$ cat config.mk
export PLATFORM = sky130hd
export DESIGN_NAME = int_seq
export DESIGN_NICKNAME = d
export VERILOG_FILES = /design/src/rtl/int_seq_pkg.sv /design/src/rtl/int_edge_det.sv /design/src/rtl/int_seq.sv
export SDC_FILE = /design/constraint.sdc
export NUM_CORES = 1
export LEC_CHECK = 0
export ABC_CLOCK_PERIOD_IN_PS = 3050
export BUFFER_PORTS_ARGS = -buffer_cell sky130_fd_sc_hd__buf_2
export CAP_MARGIN = 10
export CORE_UTILIZATION = 24
export CTS_BUF_LIST = sky130_fd_sc_hd__clkbuf_16
export DETAILED_ROUTE_END_ITERATION = 16
export PLACE_DENSITY_LB_ADDON = 0.3
export SKIP_CTS_REPAIR_TIMING = 1
export SYNTH_ARGS = -nofsm -noshare
export SYNTH_HDL_FRONTEND = slang
export SYNTH_SLANG_ARGS = --single-unit
$ cat constraint.sdc
create_clock -name clk -period 3.05 [get_ports clk]
set_input_delay 0.61 -clock clk [delete_from_list [all_inputs] [get_ports clk]]
set_output_delay 0.61 -clock clk [all_outputs]
set_load 0.005 [all_outputs]
$ cat src/rtl/int_seq_pkg.sv
// Shared definitions for the interrupt/reset sequencer: FSM states, service kinds,
// status-register bit positions and the default vector/stack addresses.
package int_seq_pkg;

    typedef enum logic [2:0] {
        ST_IDLE     = 3'd0,
        ST_PUSH_PCH = 3'd1,
        ST_PUSH_PCL = 3'd2,
        ST_PUSH_P   = 3'd3,
        ST_VEC_LO   = 3'd4,
        ST_VEC_HI   = 3'd5,
        ST_VEC_LD   = 3'd6
    } state_t;

    localparam logic [1:0] KIND_RESET = 2'd0;
    localparam logic [1:0] KIND_NMI   = 2'd1;
    localparam logic [1:0] KIND_IRQ   = 2'd2;
    localparam logic [1:0] KIND_BRK   = 2'd3;

    localparam int P_NEG    = 7;
    localparam int P_OVF    = 6;
    localparam int P_UNUSED = 5;
    localparam int P_BRK    = 4;
    localparam int P_DEC    = 3;
    localparam int P_INT    = 2;
    localparam int P_ZERO   = 1;
    localparam int P_CARRY  = 0;

    localparam logic [15:0] VEC_NMI_ADDR   = 16'hFFFA;
    localparam logic [15:0] VEC_RESET_ADDR = 16'hFFFC;
    localparam logic [15:0] VEC_IRQ_ADDR   = 16'hFFFE;
    localparam logic [7:0]  STACK_PAGE_DEF = 8'h01;

    // Status byte as it lands on the stack: bit 5 always reads back set, B marks BRK.
    function automatic logic [7:0] push_status(input logic [7:0] p, input logic is_brk);
        logic [7:0] r;
        r           = p;
        r[P_UNUSED] = 1'b1;
        r[P_BRK]    = is_brk;
        return r;
    endfunction

endpackage

$ cat src/rtl/int_edge_det.sv
// NMI falling-edge detector with a pending latch; a new edge wins over a same-cycle clear.
// Edge to pending: one cycle. No backpressure; pending holds until cleared.
module int_edge_det (
    input  logic clk,
    input  logic reset,
    input  logic nmi_n,
    input  logic clr,
    output logic pending
);

    logic nmi_n_q;

    always_ff @(posedge clk or posedge reset) begin
        if (reset) begin
            nmi_n_q <= 1'b1;
            pending <= 1'b0;
        end else begin
            nmi_n_q <= nmi_n;
            if (nmi_n_q && !nmi_n) begin
                pending <= 1'b1;
            end else if (clr) begin
                pending <= 1'b0;
            end
        end
    end

endmodule

$ cat src/rtl/int_seq.sv
// 6502 interrupt/reset entry sequencer: pushes PC/P, fetches the vector, hands back PC/S.
// Six cycles from accept to pc_load; the core stalls while busy is high.
module int_seq
    import int_seq_pkg::*;
#(
    parameter logic [15:0] VEC_NMI    = VEC_NMI_ADDR,
    parameter logic [15:0] VEC_RESET  = VEC_RESET_ADDR,
    parameter logic [15:0] VEC_IRQ    = VEC_IRQ_ADDR,
    parameter logic [7:0]  STACK_PAGE = STACK_PAGE_DEF
) (
    input  logic        clk,
    input  logic        reset,
    input  logic        boundary,
    input  logic        brk_req,
    input  logic        nmi_n,
    input  logic        irq_n,
    input  logic        irq_mask,
    input  logic [15:0] pc_in,
    input  logic [7:0]  p_in,
    input  logic [7:0]  s_in,
    input  logic [7:0]  rd_data,
    output logic [15:0] address,
    output logic [7:0]  wr_data,
    output logic        we,
    output logic        busy,
    output logic [15:0] pc_out,
    output logic        pc_load,
    output logic [7:0]  s_out,
    output logic        s_load,
    output logic        set_i,
    output logic [1:0]  kind
);

    state_t      state, state_nxt;
    logic        reset_pending;
    logic        nmi_pending;
    logic        nmi_clr;
    logic        take;
    logic [1:0]  take_kind;
    logic [15:0] vec_sel;
    logic        push_st;

    logic [1:0]  kind_q;
    logic [15:0] pc_q;
    logic [7:0]  p_q;
    logic [7:0]  s_q;
    logic [15:0] vec_q;
    logic [7:0]  lo_q;

    int_edge_det u_edge (
        .clk     (clk),
        .reset   (reset),
        .nmi_n   (nmi_n),
        .clr     (nmi_clr),
        .pending (nmi_pending)
    );

    always_ff @(posedge clk or posedge reset) begin
        if (reset) begin
            state <= ST_IDLE;
        end else begin
            state <= state_nxt;
        end
    end

    always_comb begin
        state_nxt = state;
        take      = 1'b0;
        take_kind = KIND_RESET;
        nmi_clr   = 1'b0;
        vec_sel   = VEC_IRQ;
        address   = 16'h0000;
        wr_data   = 8'h00;
        we        = 1'b0;
        pc_out    = 16'h0000;
        pc_load   = 1'b0;
        s_load    = 1'b0;
        set_i     = 1'b0;

        case (state)
            ST_IDLE: begin
                if (reset_pending) begin
                    take      = 1'b1;
                    take_kind = KIND_RESET;
                end else if (boundary) begin
                    if (nmi_pending) begin
                        take      = 1'b1;
                        take_kind = KIND_NMI;
                        nmi_clr   = 1'b1;
                    end else if (!irq_n && !irq_mask) begin
                        take      = 1'b1;
                        take_kind = KIND_IRQ;
                    end else if (brk_req) begin
                        take      = 1'b1;
                        take_kind = KIND_BRK;
                    end
                end
                if (take) begin
                    state_nxt = ST_PUSH_PCH;
                end
            end
            ST_PUSH_PCH: begin
                address   = {STACK_PAGE, s_q};
                wr_data   = pc_q[15:8];
                we        = (kind_q != KIND_RESET);
                state_nxt = ST_PUSH_PCL;
            end
            ST_PUSH_PCL: begin
                address   = {STACK_PAGE, s_q};
                wr_data   = pc_q[7:0];
                we        = (kind_q != KIND_RESET);
                state_nxt = ST_PUSH_P;
            end
            ST_PUSH_P: begin
                address   = {STACK_PAGE, s_q};
                wr_data   = push_status(p_q, kind_q == KIND_BRK);
                we        = (kind_q != KIND_RESET);
                state_nxt = ST_VEC_LO;
                // An NMI arriving after IRQ/BRK was accepted steals its vector fetch.
                case (kind_q)
                    KIND_RESET: vec_sel = VEC_RESET;
                    KIND_NMI:   vec_sel = VEC_NMI;
                    default: begin
                        if (nmi_pending) begin
                            vec_sel = VEC_NMI;
                            nmi_clr = 1'b1;
                        end else begin
                            vec_sel = VEC_IRQ;
                        end
                    end
                endcase
            end
            ST_VEC_LO: begin
                address   = vec_q;
                state_nxt = ST_VEC_HI;
            end
            ST_VEC_HI: begin
                address   = vec_q + 16'd1;
                state_nxt = ST_VEC_LD;
            end
            ST_VEC_LD: begin
                pc_out    = {rd_data, lo_q};
                pc_load   = 1'b1;
                s_load    = 1'b1;
                set_i     = 1'b1;
                state_nxt = ST_IDLE;
            end
            default: begin
                state_nxt = ST_IDLE;
            end
        endcase
    end

    assign push_st = (state == ST_PUSH_PCH) || (state == ST_PUSH_PCL) || (state == ST_PUSH_P);

    always_ff @(posedge clk or posedge reset) begin
        if (reset) begin
            reset_pending <= 1'b1;
            kind_q        <= KIND_RESET;
            pc_q          <= 16'h0000;
            p_q           <= 8'h00;
            s_q           <= 8'h00;
            vec_q         <= 16'h0000;
            lo_q          <= 8'h00;
        end else begin
            if (take) begin
                if (take_kind == KIND_RESET) begin
                    reset_pending <= 1'b0;
                end
                kind_q <= take_kind;
                pc_q   <= pc_in;
                p_q    <= p_in;
                s_q    <= s_in;
            end
            // Reset still walks S down by three even though its pushes are reads.
            if (push_st) begin
                s_q <= s_q - 8'd1;
            end
            if (state == ST_PUSH_P) begin
                vec_q <= vec_sel;
            end
            if (state == ST_VEC_HI) begin
                lo_q <= rd_data;
            end
        end
    end

    assign busy  = reset_pending || (state != ST_IDLE);
    assign s_out = s_q;
    assign kind  = kind_q;

endmodule

==> run_results.csv <==
group,metric,value,unit
outcome,outcome,"completed",
floorplan,die_w,106,um
detailed_routing,drc,0,
floorplan,die-area,0.0111,mm2
place,portBuffers,99,
layout,syn_to_final_growth,29.2,%
critical_path,worst_path_max_delay_cell,"dfrtp_1",
place,dpl.hpwl,4510,um
yosys,netlist_area,0.00257,mm2
yosys,synth_mux_area_frac,0.157,
critical_path,critPathLaunch,"state[1]",
clock_tree,cts_buffers,5,
floorplan,die_h,106,um
critical_path,worstReg2RegStart,"state[1]",
detailed_routing,initialDrtViolationCount,75,
clock_tree,ctsHtreeMaxLevel,2,
clock_tree,clk_pin_slew_worst_paths,0.07,ns
detailed_routing,routed_wl,6160,um
timing,layout_min_cycle_time,2.67,ns
detailed_routing,drtAntennaViolNets,0,
power,ir_drop,0.303,mV
layout,n_antenna_cell,0,
detailed_routing,first_pass_iters,4,
critical_path,path_delay_family,"flip-flops",
timing,fin_crit_sh,0.876,
timing,finalSetupViolCount,0,
layout,fin_nets,383,
critical_path,required,2.44,ns
floorplan,pin_count,102,
yosys,synth_compound_area_frac,0.127,
layout,drive_above_1_share,0.479,
detailed_routing,routed_via_density,4.43,
yosys,synthXorXnorAreaFrac,0,
timing,setup_tns,0,ns
hold_path,hp-class,"in -> async",
floorplan,core,0.0104,mm2
place,dp.cells,464,
grt,grt-ovfl-total,0,
yosys,synth.avg_cell_area,10.6,um2
layout,finalNonFillerCells,472,
grt,grt_pass1_vias,2063,
critical_path,cp.buffers_inverters,1,
grt,grtUsageMet3,0.0284,
critical_path,worst_ep_arrival_time,2.06,ns
critical_path,path_max_fanout,22,
grt,grtUsageTotal,0.117,
yosys,synth_simple_gate_area_frac,0.164,
grt,grt_max_degree,39,
yosys,synth_top_cell_by_area,"dfrtp_1",
timing,slew_headroom,0.512,
floorplan,start_util,0.248,
yosys,synth_nets,292,
power,leakagePower,1.61,nW
yosys,netlist_top_cells_area,"dfrtp_1 46%, mux2_2 16%, and2_1 4.4%, nand2_1 3.4%, o21ai_0 2.7%",
detailed_routing,wl_per_cell,13.0,um
yosys,yosys-top-cells-count,"47 x dfrtp_1, 36 x mux2_2, 23 x nand2_1",
critical_path,crit_path_start_kind,"register",
clock_tree,clk_latency,0.29,ns
yosys,synth_edf_count,0,
yosys,synthMostInstantiatedCell,"dfrtp_1",
yosys,ys_types,43,
timing,rsz0062_at_grt,"no",
timing,finClkSkew,0.0102,ns
critical_path,path_cells,"nand3_1 > o32ai_1 > buf_2",
clock_tree,clockRootBuffer,"clkbuf_16",
timing,hold_viol,0,
yosys,synthCells,244,
flow_run,maxCapViolCount,0,
floorplan,rows,37,
yosys,synth.top_cell.area_share,0.457,
critical_path,critical_path_class,"reg -> out",
clock_tree,cts_sinks,49,
clock_tree,clockBufferDepth,2,
critical_path,cp-end-kind,"output port",
yosys,yosys.area_share.adder,0.00486,
place,routabilityCongestion,0.748,
yosys,synthFlopType,"dfrtp_1",
yosys,synth_top_family_by_area,"simple AND/OR/NAND/NOR gates",
grt,top_usage_layer,"met2",
yosys,synth-seq-area-share,0.477,
timing,finalMaxSlewViolations,0,
timing,fmax,374,MHz
grt,grt_first_pass_wirelength,10200,um
yosys,yosys_warnings,0,
critical_path,cpPeakStageDelay,0.82,ns
timing,worstMarginPinSlew,0.732,ns
yosys,ys_ff_latch,49,
grt,antenna_found_initial,0,
clock_tree,cts_tree,"yes",
power,power_density,1020,mW/mm2
grt,grt_util_met2,0.192,
yosys,synth-async-reset-ratio,1.00,
detailed_routing,vias,2093,
grt,grtUsageMet1,0.153,
power breakdown:
group	internal (mW)	leakage, nW	total [mW]	switching (mW)
sequential	0.962	0.576	1.25	0.286
combinational	0.812	0.952	1.52	0.703
clock	0.382	0.0826	0.619	0.237
sequential cells by signal, summed over array words and instances, names as in the netlist, 2 cells and up:
name	count
kind	2
lo_q	8
p_q	6
pc_q	16
s_out	8
state	3
vec_q	3
logic make-up after synthesis:
group	after synthesis
muxes	36
adders and majority gates	1
AOI/OAI and AO/OA	46
DFF	49
and+or+nand+nor	81
buffers and inverters	31
per-layer routing:
metal	part of all wire	vias up	routed length, um
li1	-	1019	-
met1	0.47	1001	2890
met2	0.46	68	2860
met3	0.058	5	358
met4	0.0089	0	55
met5	0	-	0
through the flow:
step	setup WS [ns]	total power [mW]	util	hold WS [ns]	cell area, um2
after floorplan	1.07	2.28	-	0.435	2570
after global placement	0.655	2.77	0.305	0.458	3160
after detailed placement	0.637	2.81	0.305	0.455	3160
after CTS	0.311	3.45	0.321	0.228	3330
after global routing	0.154	3.68	0.321	0.253	3330
final	0.379	3.38	0.321	0.224	3330
layout by cell type, fill, tap and decap left out, types with 2 or more instances in the layout:
master,instances
dfrtp_1,47
and2_1,18
clkbuf_16,5
a22oi_1,7
o21ai_0,14
o21ba_2,2
a221oi_1,2
buf_4,5
mux2_2,36
nand2_1,23
nor3_2,2
inv_1,10
nor2b_1,5
dfstp_2,2
nor2_1,17
o21bai_1,2
nor3_1,3
or2_2,3
a211o_1,2
buf_2,99
a32oi_1,2
a21oi_1,5
o32ai_1,2
o211ai_1,2
cell type report:
class / count / area, um2
clock buffer: 5 / 125
sequential: 49 / 1230
tap: 136 / 170
timing repair buffer: 105 / 553
inverter: 10 / 37.5
multi-input combinational: 164 / 1170
clock inverter: 3 / 37.5
fill: 1114 / 7040
worst paths after layout:
check	endpoint	slack, ns	cells after the start
max	wr_data[4]	0.38	3
max in group asynchronous	u_edge.nmi_n_q	2.24	3
min	lo_q[1]	0.22	2
min in group clk	u_edge.nmi_n_q	0.44	1
min reg2reg	vec_q[14]	0.47	1
max reg2reg	pc_q[14]	0.91	4
Note: power is estimated with default switching activity, not from simulation.
